`src/rtl/cruise_control_if.sv`:
```
// Cruise-control bus: driver/sensor inputs and registered actuator/status outputs.
interface cruise_control_if #(
    parameter int W  = 8,
    parameter int PW = 3
);
    logic          engage;
    logic [W-1:0]  speed;
    logic [W-1:0]  vfeli;
    logic [2:0]    hooshyari;
    logic [1:0]    change;

    logic          tormoz;
    logic [PW-1:0] pashesh;
    logic          gt;
    logic          eq;
    logic          lt;
    logic [1:0]    changewire;
    logic [W-1:0]  vout1;
    logic [W-1:0]  vfelinew;
    logic [1:0]    state;
    logic          alarm;

    modport master (
        output engage, speed, vfeli, hooshyari, change,
        input  tormoz, pashesh, gt, eq, lt, changewire, vout1, vfelinew, state, alarm
    );

    modport slave (
        input  engage, speed, vfeli, hooshyari, change,
        output tormoz, pashesh, gt, eq, lt, changewire, vout1, vfelinew, state, alarm
    );
endinterface

```
`src/rtl/cruise_control_fsm.sv`:
```
// Cruise control: set-speed latch, throttle/brake law, drowsiness watchdog forcing braking WARN.
// Latency: one cycle, all outputs registered. Backpressure: none, inputs sampled every clock.
module cruise_control_fsm #(
    parameter int W             = 8,
    parameter int PW            = 3,
    parameter int STEP          = 5,
    parameter int BRAKE_STEP    = 4,
    parameter int SPEED_MAX     = 200,
    parameter int SPEED_MIN     = 30,
    parameter int ALERT_MIN     = 3,
    parameter int DROWSY_CYCLES = 4
) (
    input  logic            clock,
    input  logic            reset,
    cruise_control_if.slave bus
);
    localparam int PMAX = 2**PW - 1;
    localparam int WX   = W + 1;
    localparam int CW   = $clog2(DROWSY_CYCLES + 1);

    localparam logic [1:0] ST_IDLE   = 2'b00;
    localparam logic [1:0] ST_CRUISE = 2'b01;
    localparam logic [1:0] ST_WARN   = 2'b10;

    localparam logic [1:0] CH_UP     = 2'b01;
    localparam logic [1:0] CH_DOWN   = 2'b10;
    localparam logic [1:0] CH_CANCEL = 2'b11;

    localparam logic [W-1:0]  MAX_W    = W'(SPEED_MAX);
    localparam logic [W-1:0]  MIN_W    = W'(SPEED_MIN);
    localparam logic [W-1:0]  STEP_W   = W'(STEP);
    localparam logic [W-1:0]  BRAKE_W  = W'(BRAKE_STEP);
    localparam logic [WX-1:0] MAX_X    = WX'(SPEED_MAX);
    localparam logic [WX-1:0] MIN_X    = WX'(SPEED_MIN);
    localparam logic [WX-1:0] STEP_X   = WX'(STEP);
    localparam logic [WX-1:0] PMAX_X   = WX'(PMAX);
    localparam logic [2:0]    ALERT_X  = 3'(ALERT_MIN);
    localparam logic [CW-1:0] DROWSY_X = CW'(DROWSY_CYCLES);

    typedef struct packed {
        logic [1:0]    state;
        logic [W-1:0]  vout1;
        logic [W-1:0]  vfelinew;
        logic [PW-1:0] pashesh;
        logic          tormoz;
        logic          alarm;
        logic          gt;
        logic          eq;
        logic          lt;
        logic [1:0]    changewire;
    } out_t;

    out_t          out_q;
    out_t          out_n;
    logic [CW-1:0] drowsy_q;
    logic [CW-1:0] drowsy_n;

    // Comparison always against the set speed held before this edge.
    logic cmp_gt;
    logic cmp_eq;
    logic cmp_lt;
    assign cmp_gt = bus.vfeli >  out_q.vout1;
    assign cmp_eq = bus.vfeli == out_q.vout1;
    assign cmp_lt = bus.vfeli <  out_q.vout1;

    logic [WX-1:0] vfeli_x;
    logic [WX-1:0] vout_x;
    logic [WX-1:0] gap_x;
    logic [WX-1:0] boost_x;
    logic [WX-1:0] inc_x;
    logic [PW-1:0] throttle;
    logic [W-1:0]  boosted;
    logic [W-1:0]  braked;
    logic [W-1:0]  speed_clamped;
    logic [W-1:0]  vout_up;
    logic [W-1:0]  vout_dn;

    assign vfeli_x  = {1'b0, bus.vfeli};
    assign vout_x   = {1'b0, out_q.vout1};
    assign gap_x    = vout_x - vfeli_x;
    assign throttle = (gap_x > PMAX_X) ? PW'(PMAX) : gap_x[PW-1:0];
    assign boost_x  = vfeli_x + WX'(throttle);
    assign boosted  = boost_x[W] ? '1 : boost_x[W-1:0];
    assign braked   = (bus.vfeli >= BRAKE_W) ? bus.vfeli - BRAKE_W : '0;

    assign speed_clamped = (bus.speed < MIN_W) ? MIN_W :
                           (bus.speed > MAX_W) ? MAX_W : bus.speed;
    assign inc_x   = vout_x + STEP_X;
    assign vout_up = (inc_x > MAX_X) ? MAX_W : inc_x[W-1:0];
    assign vout_dn = (vout_x < MIN_X + STEP_X) ? MIN_W : out_q.vout1 - STEP_W;

    logic          drowsy;
    logic          asleep;
    logic [CW-1:0] drowsy_inc;
    assign drowsy     = bus.hooshyari < ALERT_X;
    assign asleep     = bus.hooshyari == 3'd0;
    assign drowsy_inc = (drowsy_q >= DROWSY_X) ? drowsy_q : drowsy_q + CW'(1);

    always_comb begin
        out_n            = '0;
        drowsy_n         = '0;
        out_n.state      = out_q.state;
        out_n.vout1      = out_q.vout1;
        out_n.gt         = cmp_gt;
        out_n.eq         = cmp_eq;
        out_n.lt         = cmp_lt;
        out_n.changewire = bus.change;
        out_n.vfelinew   = bus.vfeli;

        case (out_q.state)
            ST_IDLE: begin
                if (bus.engage && bus.change != CH_CANCEL) begin
                    out_n.vout1 = speed_clamped;
                    out_n.state = ST_CRUISE;
                end
            end
            ST_CRUISE: begin
                if (cmp_lt) begin
                    out_n.pashesh  = throttle;
                    out_n.vfelinew = boosted;
                end else if (cmp_gt) begin
                    out_n.tormoz   = 1'b1;
                    out_n.vfelinew = braked;
                end

                if (bus.change == CH_CANCEL) begin
                    out_n.state = ST_IDLE;
                    out_n.vout1 = '0;
                end else if (asleep || (drowsy && drowsy_inc >= DROWSY_X)) begin
                    out_n.state = ST_WARN;
                end else begin
                    if (drowsy) begin
                        drowsy_n = drowsy_inc;
                    end
                    if (bus.change == CH_UP) begin
                        out_n.vout1 = vout_up;
                    end else if (bus.change == CH_DOWN) begin
                        out_n.vout1 = vout_dn;
                    end
                end
            end
            ST_WARN: begin
                out_n.tormoz   = 1'b1;
                out_n.vfelinew = braked;
                if (bus.change == CH_CANCEL || bus.vfeli <= MIN_W) begin
                    out_n.state = ST_IDLE;
                    out_n.vout1 = '0;
                end else if (!drowsy) begin
                    out_n.state = ST_CRUISE;
                end
            end
            default: begin
                out_n.state = ST_IDLE;
                out_n.vout1 = '0;
            end
        endcase

        out_n.alarm = (out_n.state == ST_WARN);
    end

    always_ff @(posedge clock) begin
        if (reset) begin
            out_q    <= '0;
            drowsy_q <= '0;
        end else begin
            out_q    <= out_n;
            drowsy_q <= drowsy_n;
        end
    end

    assign bus.tormoz     = out_q.tormoz;
    assign bus.pashesh    = out_q.pashesh;
    assign bus.gt         = out_q.gt;
    assign bus.eq         = out_q.eq;
    assign bus.lt         = out_q.lt;
    assign bus.changewire = out_q.changewire;
    assign bus.vout1      = out_q.vout1;
    assign bus.vfelinew   = out_q.vfelinew;
    assign bus.state      = out_q.state;
    assign bus.alarm      = out_q.alarm;

    // The set speed is only ever loaded clamped, so CRUISE can never hold an out-of-range value.
    assert property (@(posedge clock) disable iff (reset) out_q.state != 2'b11);
    assert property (@(posedge clock) disable iff (reset)
        (out_q.state == ST_CRUISE) |-> (vout_x >= MIN_X && vout_x <= MAX_X));
endmodule

```
`src/flat_wrapper.sv`:
```
// flat-port wrapper written by rule: the top's interface ports become plain ports
module cruise_control_fsm_flat 
#(
    parameter int W             = 8,
    parameter int PW            = 3,
    parameter int STEP          = 5,
    parameter int BRAKE_STEP    = 4,
    parameter int SPEED_MAX     = 200,
    parameter int SPEED_MIN     = 30,
    parameter int ALERT_MIN     = 3,
    parameter int DROWSY_CYCLES = 4
)
  (clock, reset, bus_engage, bus_speed, bus_vfeli, bus_hooshyari, bus_change, bus_tormoz, bus_pashesh, bus_gt, bus_eq, bus_lt, bus_changewire, bus_vout1, bus_vfelinew, bus_state, bus_alarm);
  cruise_control_if #(.W(W), .PW(PW)) bus_i ();
  input  logic clock;
  input  logic reset;
  input wire logic [$bits(bus_i.engage)-1:0] bus_engage;
  input wire logic [$bits(bus_i.speed)-1:0] bus_speed;
  input wire logic [$bits(bus_i.vfeli)-1:0] bus_vfeli;
  input wire logic [$bits(bus_i.hooshyari)-1:0] bus_hooshyari;
  input wire logic [$bits(bus_i.change)-1:0] bus_change;
  output wire logic [$bits(bus_i.tormoz)-1:0] bus_tormoz;
  output wire logic [$bits(bus_i.pashesh)-1:0] bus_pashesh;
  output wire logic [$bits(bus_i.gt)-1:0] bus_gt;
  output wire logic [$bits(bus_i.eq)-1:0] bus_eq;
  output wire logic [$bits(bus_i.lt)-1:0] bus_lt;
  output wire logic [$bits(bus_i.changewire)-1:0] bus_changewire;
  output wire logic [$bits(bus_i.vout1)-1:0] bus_vout1;
  output wire logic [$bits(bus_i.vfelinew)-1:0] bus_vfelinew;
  output wire logic [$bits(bus_i.state)-1:0] bus_state;
  output wire logic [$bits(bus_i.alarm)-1:0] bus_alarm;
  assign bus_i.engage = bus_engage;
  assign bus_i.speed = bus_speed;
  assign bus_i.vfeli = bus_vfeli;
  assign bus_i.hooshyari = bus_hooshyari;
  assign bus_i.change = bus_change;
  assign bus_tormoz = bus_i.tormoz;
  assign bus_pashesh = bus_i.pashesh;
  assign bus_gt = bus_i.gt;
  assign bus_eq = bus_i.eq;
  assign bus_lt = bus_i.lt;
  assign bus_changewire = bus_i.changewire;
  assign bus_vout1 = bus_i.vout1;
  assign bus_vfelinew = bus_i.vfelinew;
  assign bus_state = bus_i.state;
  assign bus_alarm = bus_i.alarm;
  cruise_control_fsm #(.W(W), .PW(PW), .STEP(STEP), .BRAKE_STEP(BRAKE_STEP), .SPEED_MAX(SPEED_MAX), .SPEED_MIN(SPEED_MIN), .ALERT_MIN(ALERT_MIN), .DROWSY_CYCLES(DROWSY_CYCLES)) u_core (.clock(clock), .reset(reset), .bus(bus_i));
endmodule
```
`config.mk`:
```
export PLATFORM = sky130hd
export DESIGN_NAME = cruise_control_fsm_flat
export DESIGN_NICKNAME = d
export VERILOG_FILES = /design/src/rtl/cruise_control_if.sv /design/src/rtl/cruise_control_fsm.sv /design/src/flat_wrapper.sv
export SDC_FILE = /design/constraint.sdc
export NUM_CORES = 1
export LEC_CHECK = 0
export ABC_AREA = 1
export CORE_ASPECT_RATIO = 0.5
export CORE_MARGIN = 1
export CORE_UTILIZATION = 32
export DETAILED_ROUTE_END_ITERATION = 16
export SETUP_SLACK_MARGIN = 0.3
export SLEW_MARGIN = 10
export SYNTH_ARGS = -nofsm -noshare
export SYNTH_HDL_FRONTEND = slang
export SYNTH_SLANG_ARGS = --single-unit
```
`constraint.sdc`:
```
create_clock -name clock -period 7 [get_ports clock]
set_input_delay 1.4 -clock clock [delete_from_list [all_inputs] [get_ports clock]]
set_output_delay 1.4 -clock clock [all_outputs]
set_load 0.01 [all_outputs]
```
==> metrics.txt, run 1 <==
Root Driver=clkbuf_16; Place WS=1770 ps; Main synth FF type=dfxtp_1; CTS resizes=0; DIE HEIGHT=69.1 um; CTS tree=done; Synthesized Nets=508; PD cells=177 nW/um^2; IO Pins=52; Clock Skew=5.82 ps; hpwl dp=6.48 mm; IO Port Bufs=51; global route overflow=0; Final GP Congestion=0.905; Unique masters post-synth=41; CP Capture Type=register; CTS max path bufs=2; Logic pwr share=0.288; endpoints failing hold=0; peak supply drop=92.0 uV; Synth Instances=460; wire length per cell=13.5 um; clock latency on the worst-skew pair=280 ps; CORE AREA=8710 um^2; Min Clock Period, post-route=4980 ps; CP Data Arrival Time=5160 ps; worst-margin pin slew=692 ps; Initial DRC Count=223; htree depth=2; post-synthesis async set-or-reset flop share=0; Worst Setup Start Kind=input port; # Max-Cap Violations=0; Syn-to-layout area delta=26.6%; first-pass GRT wire length=13.6 mm; CTS buffer count=5; kind of critical path=input port to register; Post-synth EDFFs=0; vias per cell=4.93; clk sinks=31; vias after detailed routing=3084; Leak=1.73 nW; Diodes inserted=0; max frequency=0.201 GHz; initial antenna violation count=0; Psw=0.206 mW; drt pass-1 iters=6; Post CTS Setup Buffer Count=0; Std-Cell Rows=24; hold-fix buffers at CTS=0; commonest cells after routing, fill and taps aside=nand2_1 (117), inv_1 (71), clkdlybuf4s50_1 (51); Slew HR=0.537; post-route setup slack=2020 ps; Yosys warnings=0; period utilization=0.712; Reg power frac=0.306; commonest non-fill, non-tap cell in the layout=nand2_1; filler cell count=905; share of cells above drive strength 1=0.0629; internal power=0.439 mW; largest net degree at the start of global routing=17; final setup TNS=0 ps; synthesized area=2880 um^2; Remaining DRCs=0; Total Routing Usage GR=0.185; Syn Area/Cell=6.26 um^2; Crit path required time=7180 ps; Setup Viol. Count Final=0; Fin Hold WS=493 ps; Layout Nets=556; Initial Utilization=0.331; die area=9400 um^2; Slew Limit Fails=0; unrepaired setup endpoints after global routing=no; status=finished clean; vias in the first global route=2852; Clk pwr share=0.406; worst hold path class=register to register; clk slew on worst S/H paths=60 ps; sw frac=0.319; synthesized flop and latch total=31; die width=136 um; crit path max fanout=10; WL final=8.44 mm; sequential area share after synthesis=0.216; Detail Route Antenna Nets=0
cells by family after synthesis:
kind of cell             synth area share
flip-flops                          0.216
AO/OA/AOI/OAI                       0.169
XOR/XNOR                           0.0395
other                             0.00130
adder cells (fa/ha/maj)             0.110
AND/OR/NAND/NOR                     0.347
buffers and inverters               0.118
synthesized netlist by cell type (2+ instances only):
library cell  instances  area, um^2
buf_2                 2        10.0
o31ai_1               2        15.0
clkbuf_1              3        11.3
nand2_2               6        37.5
nor3_1                7        35.0
inv_1                71         267
o211ai_1              3        22.5
nand4_1              10        62.6
nand2_1             117         439
o21ai_1               2        10.0
nor2_1               43         161
buf_6                 3        33.8
a311oi_1              4        35.0
xor2_1               13         114
or2_2                 5        31.3
a21oi_1              30         150
o21ai_0              21         105
a21oi_2               2        17.5
a211oi_1              3        22.5
o221ai_1              2        17.5
clkbuf_2              2        10.0
a31oi_1               8        50.1
nor2_2                3        18.8
inv_2                 2        7.51
nand3b_1              3        22.5
fa_1                  2        40.0
ha_1                 22         275
dfxtp_1              31         621
nand3_1              26         130
layout make-up:
class / count / area (um^2) / area share
Inverter: 73 / 274 / 0.0752
Clock inverter: 2 / 35.0 / 0.00961
Tap cell: 117 / 146 / 0.0402
Timing Repair Buffer: 51 / 510 / 0.140
Sequential cell: 31 / 621 / 0.170
Multi-Input combinational cell: 346 / 1920 / 0.527
Clock buffer: 6 / 139 / 0.0381
worst paths after layout:
path,from,end,slack [ps],cells past startpoint
worst min register to register,u_core.drowsy_q[1]$_SDFF_PP0_,u_core.drowsy_q[1]$_SDFF_PP0_,490,2
worst min-delay path,u_core.drowsy_q[1]$_SDFF_PP0_,u_core.drowsy_q[1]$_SDFF_PP0_,490,2
worst max register to register,u_core.bus.vout1[0]$_SDFFE_PP0P_,u_core.bus.vfelinew[5]$_SDFF_PP0_,3300,22
worst max-delay path,bus_vfeli[0],u_core.bus.vfelinew[5]$_SDFF_PP0_,2020,22
through the flow:
stage                     utilization  power, mW  area [um^2]  cells
after floorplan                     -      0.318         2880    460
after global placement          0.399      0.386         3470    618
after detailed placement        0.399      0.385         3470    618
after CTS                       0.419      0.649         3640    626
after global routing            0.419      0.681         3640    626
final                           0.419      0.645         3640    626
power by group through the flow:
stage	combinational, mW	sequential [mW]	clock [mW]
final	0.186	0.198	0.262
after floorplan	0.115	0.203	0
after detailed placement	0.183	0.202	0
after CTS	0.184	0.198	0.267
after global routing	0.206	0.199	0.275
after global placement	0.184	0.202	0
worst max-delay path: stages:
cell	delay, ps
clkdlybuf4s50_1	700
ha_1	220
inv_1	50
fa_1	400
nand2_2	90
nand2_2	70
nand3b_1	100
nand2_1	60
nand2_1	60
nand2_1	50
nor2_2	160
nand2_1	110
or2_2	320
fa_1	420
a21oi_1	220
nor2_1	90
nand2_1	60
nand2_1	120
inv_1	140
nand3_1	100
a21oi_1	140
nor2_1	50
layer usage:
| metal | global-route usage | vias to the layer above | share of wire |
|---|---|---|---|
| met2 | 0.276 | 97 | 0.42 |
| met1 | 0.262 | 1378 | 0.51 |
| met5 | 0 | - | 0 |
| met3 | 0.0434 | 10 | 0.061 |
| met4 | 0.0506 | 0 | 0.012 |
| li1 | - | 1599 | - |
flip-flops by register name, summed over array words and instances (netlist names), 2 cells and up:
register / cells
u_core.bus.vfelinew: 8
u_core.bus.vout1: 8
u_core.bus.pashesh: 3
u_core.drowsy_q: 3
u_core.bus.changewire: 2
u_core.bus.state: 2
No activity file was read; power rests on OpenSTA's default activity.
==> inputs of run 2 (changes only) <==
==> constraint.sdc (replaced) <==
create_clock -name clock -period 4.8 [get_ports clock]
set_input_delay 0.96 -clock clock [delete_from_list [all_inputs] [get_ports clock]]
set_output_delay 0.96 -clock clock [all_outputs]
set_load 0.01 [all_outputs]
==> metrics.txt, run 2 (synthesis gave the netlist of run 1 again) <==
DIE HEIGHT=69.1 um; PD cells=254 nW/um^2; Worst path top cell family by delay=simple AND/OR/NAND/NOR gates; global route overflow=0; CTS tree=done; Detail Route Antenna Nets=0; Total Routing Usage GR=0.194; Slew HR=0.511; commonest non-fill, non-tap cell in the layout=nand2_1; Min Clock Period, post-route=4270 ps; CORE AREA=8710 um^2; vias per cell=4.91; clk sinks=31; initial antenna violation count=0; slowest stage delay, CP=480 ps; IO Port Bufs=51; CTS buffer count=5; Crit path required time=4930 ps; post-route setup slack=532 ps; Diodes inserted=0; die area=9400 um^2; Worst Path Buf+Inv=2; Layout Nets=566; die width=136 um; # Max-Cap Violations=0; CTS max path bufs=2; WL final=8.78 mm; Clock Skew=8.91 ps; vias after detailed routing=3121; most used cell, CP=nand2_1; Root Driver=clkbuf_16; CP Capture Type=register; filler cell count=916; Syn-to-layout area delta=30.6%; Leak=1.77 nW; Initial Utilization=0.331; Crit. path cell count=20; Slew Limit Fails=0; CP Data Arrival Time=4400 ps; Crit-path slowest cell=clkdlybuf4s50_1; kind of critical path=input port to register; commonest cells after routing, fill and taps aside=nand2_1 (117), inv_1 (71), clkdlybuf4s50_1 (51); hpwl dp=6.87 mm; worst hold path class=register to register; Post CTS Setup Buffer Count=0; Final GP Congestion=0.882; period utilization=0.889; worst-margin pin slew=731 ps; wire length per cell=13.8 um; Std-Cell Rows=24; first-pass GRT wire length=14.3 mm; Place WS=130 ps; unrepaired setup endpoints after global routing=no; share of cells above drive strength 1=0.0944; largest net degree at the start of global routing=17; clk slew on worst S/H paths=50 ps; cells along the critical path=clkdlybuf4s50_1 > inv_1 > ha_1 > or2_4 > nand3_1 > nand2_1 > nor2_1 > nand2_1 > nor2_4 > nand2_1 > or2_2 > fa_1 > a21oi_2 > nor2_1 > nand2_1 > nand2_1 > a21oi_1 > o21ai_1 > o2111ai_1 > a21oi_1; Initial DRC Count=265; Remaining DRCs=0; final setup TNS=0 ps; peak supply drop=118 uV; Fin Hold WS=496 ps; status=finished clean; IO Pins=52; htree depth=2; max frequency=0.234 GHz; endpoints failing hold=0; Hold Crit Depth=2; Setup Viol. Count Final=0; Worst Setup Start Kind=input port; drt pass-1 iters=6; Reg2Reg Depth=22; vias in the first global route=2924; crit path max fanout=6; clock latency on the worst-skew pair=290 ps
run 2: metrics by stage:
step	area [um^2]	instances	power (mW)	utilization
floorplan	2880	460	0.464	-
global placement	3550	628	0.572	0.407
detailed placement	3550	628	0.571	0.407
CTS	3720	636	0.958	0.427
global route	3760	636	1.01	0.432
finish	3760	636	0.956	0.432
run 2: what timing repair did:
| action | 4_1_cts | 5_1_grt |
|---|---|---|
| endpoints found under the setup margin | 0 | 8 |
| hold buffers | 0 | 0 |
| resized for setup | 0 | 7 |
run 2: final cells by class:
class / instances / area [um^2] / share of cell area
Clock inverter: 2 / 35.0 / 0.00931
Tap cell: 117 / 146 / 0.0389
Clock buffer: 6 / 139 / 0.0369
Sequential cell: 31 / 621 / 0.165
Multi-Input combinational cell: 346 / 1960 / 0.521
Timing Repair Buffer: 61 / 586 / 0.156
Inverter: 73 / 274 / 0.0729
run 2: path summary, 6_finish.rpt:
check | from | end | slack (ps)
max | bus_vfeli[3] | u_core.bus.vfelinew[0]$_SDFF_PP0_ | 530
min | u_core.drowsy_q[1]$_SDFF_PP0_ | u_core.drowsy_q[1]$_SDFF_PP0_ | 500
max reg2reg | u_core.bus.vout1[0]$_SDFFE_PP0P_ | u_core.bus.vfelinew[0]$_SDFF_PP0_ | 1130
min reg2reg | u_core.drowsy_q[1]$_SDFF_PP0_ | u_core.drowsy_q[1]$_SDFF_PP0_ | 500
run 2: worst register-to-register path, stage by stage (launching register included):
cell       delay, ps
dfxtp_1          390
inv_2            170
ha_1             160
inv_1             50
fa_1             400
nand2_2           90
nand2_2           80
nand3_1           70
nand2_1           50
nor2_1            90
nand2_1           80
nor2_4           130
nand2_1          100
or2_2            320
fa_1             430
a21oi_2          210
nor2_1            90
nand2_1           60
nand2_1          130
a21oi_1          140
o21ai_1           90
o2111ai_1         80
a21oi_1          100
run 2: routing by layer:
| layer | share of wire | wire (um) | global-route usage | up-vias |
|---|---|---|---|---|
| met5 | 0 | 0 | 0 | - |
| met4 | 0.0080 | 70 | 0.0444 | 0 |
| met3 | 0.070 | 618 | 0.0464 | 10 |
| met2 | 0.41 | 3610 | 0.286 | 95 |
| met1 | 0.51 | 4480 | 0.282 | 1402 |
| li1 | - | - | - | 1614 |
run 2: power by group:
group | switching, mW | internal [mW]
clock network | 0.125 | 0.258
logic | 0.165 | 0.119
registers | 0.0160 | 0.273
==> inputs of run 3 (changes only) <==
--- a/config.mk
+++ b/config.mk
@@ -7,8 +7,8 @@
 export LEC_CHECK = 0
 export ABC_AREA = 1
 export CORE_ASPECT_RATIO = 0.5
-export CORE_MARGIN = 1
 export CORE_UTILIZATION = 32
+export CTS_BUF_LIST = sky130_fd_sc_hd__clkbuf_4 sky130_fd_sc_hd__clkbuf_8 sky130_fd_sc_hd__clkbuf_16
 export DETAILED_ROUTE_END_ITERATION = 16
 export SETUP_SLACK_MARGIN = 0.3
 export SLEW_MARGIN = 10
==> results of run 3 <==
The final DEF is identical to that of run 2; final timing and power are the same.
